### config.mk
export PLATFORM = sky130hd
export DESIGN_NAME = ad7352_reader
export DESIGN_NICKNAME = d
export VERILOG_FILES = /design/src/rtl/ad7352_pkg.sv /design/src/rtl/ad7352_lane.sv /design/src/rtl/ad7352_reader.sv
export SDC_FILE = /design/constraint.sdc
export NUM_CORES = 1
export LEC_CHECK = 0
export ABC_AREA = 1
export CAP_MARGIN = 20
export CORE_MARGIN = 4
export CORE_UTILIZATION = 56
export CTS_CLUSTER_SIZE = 14
export DETAILED_ROUTE_END_ITERATION = 6
export PLACE_DENSITY = 0.82
export SLEW_MARGIN = 15
export SYNTH_ARGS = -nofsm -noshare
export SYNTH_HDL_FRONTEND = slang
export SYNTH_SLANG_ARGS = --single-unit
### constraint.sdc
create_clock -name clk -period 2.6 [get_ports clk]
set_input_delay 0.52 -clock clk [delete_from_list [all_inputs] [get_ports clk]]
set_output_delay 0.52 -clock clk [all_outputs]
set_load 0.01 [all_outputs]
### src/rtl/ad7352_pkg.sv
// ad7352_pkg: frame slot map, FSM states and the sample record shared by the AD7352 reader and its consumers.
package ad7352_pkg;
    localparam int FRAME_LEN      = 16;
    localparam int LEAD_SLOT      = 0;
    localparam int FIRST_BIT_SLOT = 1;
    localparam int LAST_BIT_SLOT  = 12;
    localparam int LOAD_SLOT      = 13;
    localparam int ADC_BITS       = 12;

    typedef enum logic [1:0] {IDLE, CONV, QUIET} state_t;

    typedef struct packed {
        logic [ADC_BITS-1:0] vcap;
        logic [ADC_BITS-1:0] icap;
        logic [ADC_BITS-1:0] vout;
        logic [ADC_BITS-1:0] iout;
    } adc_sample_t;
endpackage

### src/rtl/ad7352_lane.sv
// ad7352_lane: one serial data lane; MSB-first shift register plus leading-zero check.
module ad7352_lane
    import ad7352_pkg::*;
(
    input  logic                clk,
    input  logic                reset,
    input  logic                i_shift,
    input  logic                i_check,
    input  logic                i_bit,
    output logic [ADC_BITS-1:0] o_word,
    output logic                o_lead_err
);
    logic [ADC_BITS-1:0] r_word;

    always_ff @(posedge clk or negedge reset) begin
        if (!reset)
            r_word <= '0;
        else if (i_shift)
            r_word <= {r_word[ADC_BITS-2:0], i_bit};
    end

    assign o_word     = r_word;
    assign o_lead_err = i_check & i_bit;
endmodule

### src/rtl/ad7352_reader.sv
// ad7352_reader: chip-select framing and 4-lane deserialiser for the dual AD7352 pair.
// The ADC serial clock is clk itself; each slot is sampled on the rising edge that ends it.
module ad7352_reader
    import ad7352_pkg::*;
#(
    parameter int SAMPLE_PERIOD = 24,
    parameter int QUIET_MIN     = 1
) (
    input  logic                clk,
    input  logic                reset,
    input  logic                enable,
    output logic                ad_cs,
    input  logic [1:0]          ad_sdata_a,
    input  logic [1:0]          ad_sdata_b,
    output logic                valid,
    output logic [ADC_BITS-1:0] vcap,
    output logic [ADC_BITS-1:0] icap,
    output logic [ADC_BITS-1:0] vout,
    output logic [ADC_BITS-1:0] iout,
    output logic                frame_err,
    output logic                busy
);
    localparam int SP = (SAMPLE_PERIOD < FRAME_LEN + 1) ? FRAME_LEN + 1 : SAMPLE_PERIOD;
    localparam int TW = $clog2(SP);

    state_t                      r_state, w_next;
    logic [3:0]                  r_cnt;
    logic [TW-1:0]               r_timer;
    logic                        r_valid, r_frame_err;
    adc_sample_t                 r_sample;
    logic                        w_conv, w_expired, w_quiet_done, w_start;
    logic                        w_lead, w_shift, w_load;
    logic [3:0]                  w_lanes, w_lead_err;
    logic [3:0][ADC_BITS-1:0]    w_words;

    assign w_conv       = r_state == CONV;
    assign w_expired    = r_timer == '0;
    assign w_quiet_done = ({1'b0, r_cnt} + 5'd1) >= 5'(QUIET_MIN);
    assign w_start      = (w_next == CONV) && !w_conv;
    assign w_lead       = w_conv && r_cnt == 4'(LEAD_SLOT);
    assign w_shift      = w_conv && r_cnt >= 4'(FIRST_BIT_SLOT) && r_cnt <= 4'(LAST_BIT_SLOT);
    assign w_load       = w_conv && r_cnt == 4'(LOAD_SLOT);

    always_comb begin
        w_next = r_state;
        unique case (r_state)
            IDLE:    if (enable && w_expired) w_next = CONV;
            CONV:    if (r_cnt == 4'(FRAME_LEN - 1)) w_next = QUIET;
            QUIET:   if (w_quiet_done && w_expired) w_next = enable ? CONV : IDLE;
            default: w_next = IDLE;
        endcase
    end

    // Timer reloads on each chip-select fall and saturates at zero, so expiry holds until the next frame.
    always_ff @(posedge clk or negedge reset) begin
        if (!reset) begin
            r_state     <= IDLE;
            r_cnt       <= '0;
            r_timer     <= '0;
            r_valid     <= 1'b0;
            r_frame_err <= 1'b0;
            r_sample    <= '0;
        end else begin
            r_state     <= w_next;
            r_cnt       <= (w_next != r_state) ? '0 : (r_cnt == '1 ? r_cnt : r_cnt + 4'd1);
            r_timer     <= w_start ? TW'(SP - 1) : (w_expired ? r_timer : r_timer - TW'(1));
            r_valid     <= w_load;
            r_frame_err <= r_frame_err | (|w_lead_err);
            if (w_load)
                r_sample <= adc_sample_t'(w_words);
        end
    end

    // Lane index order {vcap, icap, vout, iout} matches the packed sample layout.
    assign w_lanes = {ad_sdata_b, ad_sdata_a};

    for (genvar g = 0; g < 4; g++) begin : g_lane
        ad7352_lane u_lane (
            .clk        (clk),
            .reset      (reset),
            .i_shift    (w_shift),
            .i_check    (w_lead),
            .i_bit      (w_lanes[g]),
            .o_word     (w_words[g]),
            .o_lead_err (w_lead_err[g])
        );
    end

    assign ad_cs     = !w_conv;
    assign busy      = w_conv;
    assign valid     = r_valid;
    assign frame_err = r_frame_err;
    assign vcap      = r_sample.vcap;
    assign icap      = r_sample.icap;
    assign vout      = r_sample.vout;
    assign iout      = r_sample.iout;
endmodule

* Yosys cells after proc, flatten, opt, wreduce, memory -nomap -nowiden
Cells that the tools add are included.
** Cells by class
- Equal/unequal tests :: 8
- Shift operators :: 0
- Divide/modulo/power cells :: 0
- Add/sub/neg operators :: 3
- Reductions and logical operators :: 12
- Multiply operators :: 0
- Multiplexer cells :: 9
- Bitwise gates (word level) :: 5
- Magnitude comparators :: 3
** Operator list (count)
- 2-to-1 mux 5 bit :: 2
- == test 4 bit (second input constant) :: 2
- 2-to-1 mux 4 bit :: 2
- logical AND 1 bit :: 7
- 2-to-1 mux 2 bit :: 3
- case mux 2 bit (3 select lines) :: 1
- adder 4 x 1 -> 5 bit (second input constant) :: 1
- greater-or-equal comparator 5 x 1 -> 1 bit (second input constant) :: 1
- zero test 5 bit :: 1
- subtractor 5 x 1 -> 5 bit (second input constant) :: 1
- adder 4 x 1 -> 4 bit (second input constant) :: 1
- bitwise AND 1 bit :: 4
- == test 2 x 1 -> 1 bit (second input constant) :: 2
- greater-or-equal comparator 4 x 1 -> 1 bit (second input constant) :: 1
- <= comparator 4 bit (second input constant) :: 1
- zero test 4 bit :: 1
- OR reduction 4 bit :: 1
- == test 2 bit (second input constant) :: 1
- zero test 2 bit :: 1
- inequality test 2 x 1 -> 1 bit (second input constant) :: 1
- inequality test 2 bit :: 1
- inequality test 2 bit (second input constant) :: 1
- zero test 1 bit :: 1
- 2-to-1 mux 1 bit :: 1
- bitwise OR 1 bit :: 1
** Storage, ports and cells
- Register bits :: 109
- Memory bits (read-only) :: 0
- Word-level logic and storage cells :: 53
- Latch bits :: 0
- Memory bits (writable) :: 0
- Output and inout bits :: 52
- Memories :: 0

* Logic depth before layout (Yosys ltp)
Gate-level depths: netlist (run 1).
- Word-level depth :: 8
- Mapped depth :: 11
- Depth with buffers taken out :: 11

* By module
From an unflattened synthesis (run 1), not the netlist that was laid out.
** Unflattened totals
- Cells, all modules :: 507
- Area, all modules :: 4391.7 um^2
** Modules (own cells, without submodules)
- ad7352_reader :: times used 1, cells an instance 295, area each 2529.9 um^2
- ad7352_lane :: times used 4, cells an instance 53, area each 465.4 um^2

* Worst setup path after synthesis (run 1)
Ideal clock, no wire load.
- Path kind :: register to register
- Start :: register r_cnt[0]
- End :: register g_lane[2].u_lane.r_word[5]
- Required time :: 2.474 ns
- Setup slack :: 1.019 ns
- Arrival :: 1.455 ns
- Cell stages (with the launch flop) :: 10
- Setup time :: 0.126 ns
- Clock period less this slack :: 1.581 ns
- Cell sequence :: dfrtp_1 > inv_1 > ha_1 > nand2_1 > nor2_1 > nand2_1 > o211ai_4 > buf_6 > buf_6 > o21ai_0
** On the way
- Longest elaborated chain between the ends :: 3
- Elaborated cells between the ends (all ways) :: 4
- Classes of those cells :: order compare (2); reduce/logical (2)
** RTL lines
- from (decl) :: RTL line ad7352_reader.sv:27 : logic [3:0] r_cnt;
- from (signal assigned) :: RTL line ad7352_reader.sv:65 : r_cnt <= (w_next != r_state) ? '0 : (r_cnt == '1 ? r_cnt : r_cnt + 4'd1);
- greater-or-equal comparator 4 x 1 -> 1 bit :: RTL line ad7352_reader.sv:41 : assign w_shift = w_conv && r_cnt >= 4'(FIRST_BIT_SLOT) && r_cnt <= 4'(LAST_BIT_SLOT);
- logical AND 1 bit :: RTL line ad7352_reader.sv:41
- logical AND 1 bit * :: RTL line ad7352_reader.sv:41
- to (signal assigned) :: RTL line ad7352_lane.sv:19 : r_word <= {r_word[ADC_BITS-2:0], i_bit};
- to (decl) :: RTL line ad7352_lane.sv:13 : logic [ADC_BITS-1:0] r_word;
Every way passes the cells marked *; elsewhere a longest branch is shown, timed or not.
A chain may end at the register's enable or synchronous reset.

* Worst setup path in the final report (run 1)
- Start :: register r_state[1]
- End :: output port busy
** On the way
- Longest elaborated chain between the ends :: 1
** RTL lines
- from (decl) :: RTL line ad7352_reader.sv:26 : state_t r_state, w_next;
- from (signal assigned) :: RTL line ad7352_reader.sv:64 : r_state <= w_next;
- == test 2 x 1 -> 1 bit :: RTL line ad7352_reader.sv:36 : assign w_conv = r_state == CONV;
- to (decl) :: RTL line ad7352_reader.sv:21 : output logic busy
Every way passes these cells.

==> results of run 1 <==
[through the flow]
stage	instance area (sq um)	setup slack [ns]	util
2_1_floorplan	4290	1.02	-
5_1_grt	5130	0.281	0.700
3_3_place_gp	4940	0.670	0.673
4_1_cts	5130	0.375	0.700
3_5_place_dp	4940	0.539	0.673
6_report	5130	0.400	0.700
[critical path, cell delays in order, from the launching register on]
cell and delay [ns]:
dfrtp_1 0.42, inv_1 0.09, nand2_1 0.11, inv_2 0.15, clkdlybuf4s50_1 0.55
[logic make-up after synthesis]
logic type	Yosys count
xor gates and xnor gates	3
buffers and inverters	79
AOI/OAI and AO/OA	102
DFF	109
and+or+nand+nor	151
adders and majority gates	5
[Yosys cell counts]
| library cell | count |
|---|---|
| nand3_2 | 1 |
| inv_2 | 1 |
| buf_4 | 1 |
| nor3_1 | 2 |
| nand4_1 | 1 |
| o21bai_1 | 2 |
| nand3_1 | 3 |
| dfrtp_1 | 109 |
| nand2_1 | 126 |
| inv_1 | 58 |
| xor2_1 | 1 |
| xnor2_1 | 2 |
| o211ai_4 | 1 |
| nor4_1 | 1 |
| clkbuf_2 | 2 |
| ha_1 | 5 |
| nand3b_1 | 1 |
| o21ai_1 | 5 |
| o21ai_0 | 86 |
| a21oi_1 | 6 |
| nor2_1 | 16 |
| buf_2 | 7 |
| buf_6 | 5 |
| a21boi_0 | 1 |
| a22oi_1 | 1 |
| clkbuf_1 | 5 |
[power groups by stage]
stage	clock network (mW)	registers [mW]	logic, mW
6_report	0.971	2.88	2.65
5_1_grt	1.08	2.97	3.04
4_1_cts	1.00	2.88	2.70
3_5_place_dp	0	2.91	2.67
3_3_place_gp	0	2.88	2.56
2_1_floorplan	0	3.00	1.42
[layer usage]
metal,wire length (um),GRT usage,up-vias,share of wire
met2,3760,0.298,51,0.49
met5,0,0,-,0
met1,3600,0.260,1429,0.46
li1,-,-,1514,-
met4,99,0.0841,0,0.013
met3,285,0.0347,7,0.037
[flip-flops by register name, summed over array words and instances (netlist names)]
| name | count |
|---|---|
| vcap | 12 |
| icap | 12 |
| g_lane.u_lane.o_word | 48 |
| iout | 12 |
| valid | 1 |
| r_cnt | 4 |
| vout | 12 |
| frame_err | 1 |
| r_timer | 5 |
| r_state | 2 |
[worst min path at each step]
stage	cells past startpoint	slack (ns)	endpoint
after floorplan	0	0.22	frame_err
after CTS	1	0.09	iout[3]
after detailed placement	2	0.46	vcap[11]
final	1	0.1	iout[2]
after global routing	1	0.10	iout[4]
after global placement	2	0.46	iout[11]
[area by class of cell]
cell class | count | area (sq um)
clock buffers | 11 | 151
clock inverters | 5 | 42.5
fillers | 548 | 2200
inverters | 59 | 221
multi-input cells | 261 | 1220
flip-flops and latches | 109 | 2730
well taps | 99 | 124
repair buffers | 64 | 648
==> results.md, run 1 <==
- Cell Pwr Density: 1270 nW/um^2
- CTS Buf Count: 9
- Dpl cells: 592
- TritonCTS clock tree: done
- Initial antenna violation count: 0
- Yosys top cell area share: 0.636
- Max-capacitance violation count: 0
- Drt via density: 4.94
- Port Buf Inserts: 58
- Number of setup violations in the final report: 0
- Worst R2R End: vcap[3]
- Sink Count: 109
- CTS max path bufs: 2
- Slew margin rel.: 0.467
- Detailed Route WL: 7.75 mm
- DIE AREA: 9130 sq um
- Worst R2R Path Depth: 8
- Worst setup path endpoint: busy
- Critical Path End Type: primary output
- Synth Net Count: 461
- Vias in the first global route: 2966
- CP required: 2.08 ns
- H-tree levels: 3
- Total power: 6.50 mW
- Leak: 2.47 nW
- Synth Area in Compound Gates: 0.125
- Hold Violations, Final: 0
- Synth Cell Area: 4290 sq um
- Die H: 95.5 um
- #FFs+latches synth: 109
- Clk_skew: 0.0103 ns
- Post-CTS Repair Setup Buffers: 0
- Status: complete, no violations
- Slew Viols, Final: 0
- Clock Power Share: 0.149
- Area added between synthesis and finish: 19.6%
- Crit Path Class: flop to primary output
- CP Launch Type: flop
- Tcrit/Tclk final: 0.846
- Worst setup startpoint: r_state[1]
- DR vias: 3001
- CTS resizes: 0
- Worst hold path type: input pin to asynchronous set/reset pin
- Rows: 31
- Initial Util: 0.585
- Internal: 4.09 mW
- Register area share after synthesis: 0.636
- Largest family of logic cells by synthesized area: simple AND/OR/NAND/NOR gates
- Most frequent cells in the layout: nand2_1, dfrtp_1, o21ai_0
- Drc violations: 0
- Post-route ant nets: 0
- Worst-Skew Late Latency: 0.36 ns
- F_max: 454 MHz
- Critical path arrival: 1.68 ns
- Fin crit period: 2.20 ns
- Syn Inst Count: 449
- Fin cells: 608
- Psw: 2.41 mW
- DP HPWL: 5.46 mm
- Share of layout cells above drive strength 1: 0.0530
- Routed len/inst: 12.7 um
- Hold_ws: 0.0962 ns
- First-pass GRT wire length: 13.4 mm
- CORE AREA: 7330 sq um
- Initial DRC count: 253
- GRT Residual Overflow: 0
- Die Wd: 95.5 um
- Post-CTS Hold Buffers: 0
- Area share of xor/xnor cells in the synthesized design: 0.00612
- VDD IR max: 0.750 mV
- Largest net degree at the start of global routing: 97
- Sw Ratio: 0.370
- Commonest non-fill, non-tap cell in the layout: nand2_1
- Post-route setup TNS: 0 ns
- R2r startpoint: r_cnt[1]
- Leading area contributor after synthesis: dfrtp_1
- Crit path max fanout: 4
- Drt first pass iters: 4
- I/O pin count: 59
- Multiplexer share of the synthesized area: 0
- Fin nets: 516
- Antenna fix cells: 0
- Avg Inst Size Synth: 9.56 sq um
- Gp weighted congestion: 0.763
- CTS root buf: clkbuf_8
- R2R setup slack: 0.53 ns
- Register share of total power: 0.442
- Synth top area cells: dfrtp_1, nand2_1, o21ai_0, inv_1, ha_1
- Combinational share of power: 0.408
- Count of cell types in the netlist: 26
- All-Layer GR Usage: 0.190
- Worst-Margin Slew: 0.797 ns
- Yosys warns: 0
- Synth Area in Simple Gates: 0.137
- RSZ-0062 raised after global routing: no
- Adder-cell share of the synthesized area: 0.0146
- Clock transition at path regs: 0.10 ns
No activity file was read; power rests on OpenSTA's default activity.
==> inputs of run 2 (changes only) <==
--- a/config.mk
+++ b/config.mk
@@ -8,10 +8,10 @@
 export ABC_AREA = 1
 export CAP_MARGIN = 20
 export CORE_MARGIN = 4
-export CORE_UTILIZATION = 56
+export CORE_UTILIZATION = 49
 export CTS_CLUSTER_SIZE = 14
 export DETAILED_ROUTE_END_ITERATION = 6
-export PLACE_DENSITY = 0.82
+export PLACE_DENSITY = 0.76
 export SLEW_MARGIN = 15
 export SYNTH_ARGS = -nofsm -noshare
 export SYNTH_HDL_FRONTEND = slang
==> constraint.sdc (replaced) <==
create_clock -name clk -period 2 [get_ports clk]
set_input_delay 0.4 -clock clk [delete_from_list [all_inputs] [get_ports clk]]
set_output_delay 0.4 -clock clk [all_outputs]
set_load 0.01 [all_outputs]
==> results.md, run 2 (synthesis gave the netlist of run 1 again) <==
- F_max: 555 MHz
- I/O pin count: 59 (unchanged)
- Initial antenna violation count: 0 (unchanged)
- Die H: 102 um (+6.3%)
- Port Buf Inserts: 58 (unchanged)
- Tcrit/Tclk final: 0.901
- Cell Pwr Density: 1640 nW/um^2 (+29%)
- Fin crit period: 1.80 ns
- Commonest non-fill, non-tap cell in the layout: nand2_1
- Sink Count: 109 (unchanged)
- Worst-Skew Late Latency: 0.37 ns (about the same)
- Critical path arrival: 1.40 ns (-0.28 ns)
- Drt via density: 4.85 (-1.7%)
- Antenna fix cells: 0 (unchanged)
- Crit Path Class: flop to primary output
- Post-CTS Repair Setup Buffers: 0 (unchanged)
- Worst-Margin Slew: 0.400 ns (-0.397 ns)
- Die Wd: 102 um (+6.3%)
- Total power: 8.45 mW (+30%)
- Clk_skew: 0.0163 ns (+0.00602 ns)
- Worst hold path type: input pin to asynchronous set/reset pin
- Critical Path End Type: primary output
- Filler Cells Inserted: 716 (+31%)
- CP required: 1.60 ns (-0.48 ns)
- Clock transition at path regs: 0.10 ns (about the same)
- Number of setup violations in the final report: 0 (unchanged)
- RSZ-0062 raised after global routing: no
- Rows: 33 (+6.5%)
- DIE AREA: 10300 sq um (+13%)
- Dpl cells: 598 (+1.0%)
- VDD IR max: 0.792 mV (+5.6%)
- Crit-path slowest cell: dfrtp_1
- Hold Violations, Final: 0 (unchanged)
- Routed len/inst: 12.8 um (+0.69%)
- Initial DRC count: 125 (-51%)
- Share of layout cells above drive strength 1: 0.0529 (-0.000104)
- Largest net degree at the start of global routing: 71 (-27%)
- Worst-path cell chain: inv_1 -> nand2_1 -> inv_2 -> dlygate4sd2_1
- CP max stage delay: 0.42 ns (-0.13 ns)
- DR vias: 2983 (-0.60%)
- Post-route setup TNS: 0 ns (unchanged)
- Fin cells: 615 (+1.2%)
- Post-route ant nets: 0 (unchanged)
- Slew margin rel.: 0.731 (+0.264)
- CORE AREA: 8380 sq um (+14%)
- Max-capacitance violation count: 0 (unchanged)
- Post-Layout Inst Area: 5170 sq um (+0.73%)
- Slew Viols, Final: 0 (unchanged)
- H-tree levels: 3 (unchanged)
- Area added between synthesis and finish: 20.5%
- Placed cell area: 4960 sq um (+0.41%)
- Initial Util: 0.512 (-0.0734)
- CTS Buf Count: 9 (unchanged)
- Leak: 2.49 nW (+1.1%)
- Most frequent cells in the layout: nand2_1, dfrtp_1, o21ai_0
- CP Launch Type: flop
- Drt first pass iters: 6 (+2)
- Max FFs per register: 48 (unchanged)
- Detailed Route WL: 7.89 mm (+1.8%)
- CTS root buf: clkbuf_8
- TritonCTS clock tree: done
- Status: complete, no violations
- GRT Residual Overflow: 0 (unchanged)
- Gp weighted congestion: 0.783 (+2.6%)
- First-pass GRT wire length: 13.6 mm (+1.2%)
- Fin nets: 517 (+0.19%)
- CTS max path bufs: 2 (unchanged)
- Final worst slack: 0.197 ns (-0.202 ns)
- DP HPWL: 5.53 mm (+1.1%)
- Drc violations: 0 (unchanged)
- Crit path max fanout: 4 (unchanged)
- Post-Place Worst Slack: 0.179 ns (-0.359 ns)
- All-Layer GR Usage: 0.166 (-0.0240)
- Vias in the first global route: 2948 (-0.61%)
## run 2: through the flow
| step | utilization | hold WS (ns) |
|---|---|---|
| after detailed placement | 0.591 | 0.352 |
| after global placement | 0.591 | 0.351 |
| final | 0.617 | 0.486 |
| after CTS | 0.616 | 0.490 |
| after global routing | 0.617 | 0.505 |
| after floorplan | - | 0.104 |
## run 2: critical path: cells and delay by family, from the launching register on
| kind | cells | cell delay, ns |
|---|---|---|
| DFF | 1 | 0.42 |
| buffers and inverters | 3 | 0.51 |
| and+or+nand+nor | 1 | 0.11 |
## run 2: cell type report
cell class	count	area, sq um	area share
Clock inverter	6	58.8	0.0114
Multi-Input combinational cell	261	1220	0.235
Inverter	59	221	0.0428
Timing Repair Buffer	65	676	0.131
Tap cell	105	131	0.0254
Clock buffer	10	138	0.0266
Sequential cell	109	2730	0.528
## run 2: worst paths after layout
path                                        startpoint                           to  slack [ns]  depth (start not counted)
max reg2reg                                   r_cnt[0]   g_lane[0].u_lane.o_word[0]        0.21                          9
max                                         r_state[1]                         busy        0.20                          4
max in group asynchronous                        reset  g_lane[1].u_lane.o_word[10]        0.87                          3
min in group clk           g_lane[0].u_lane.o_word[11]                     iout[11]        0.49                          2
min                                              reset  g_lane[0].u_lane.o_word[11]        0.49                          2
min reg2reg                g_lane[0].u_lane.o_word[11]                     iout[11]        0.49                          2
## run 2: metal layers
metal / GRT usage / share of wire / vias to the layer above
li1: - / - / 1512
met1: 0.225 / 0.47 / 1400
met2: 0.260 / 0.46 / 60
met3: 0.0413 / 0.055 / 11
met4: 0.0644 / 0.017 / 0
met5: 0 / 0 / -
## run 2: power breakdown
group          internal, mW  switching, mW  total, mW  leakage, nW
registers              3.18          0.561       3.74         1.35
clock network         0.509          0.768       1.28       0.0958
logic                  1.63           1.81       3.44         1.05
total                  5.31           3.14       8.45         2.49
## run 2: what timing repair did
item	CTS	global route
hold buffers	1	0
setup endpoints to repair	1	5
gates resized for setup	1	2
endpoints found under the hold margin	28	0
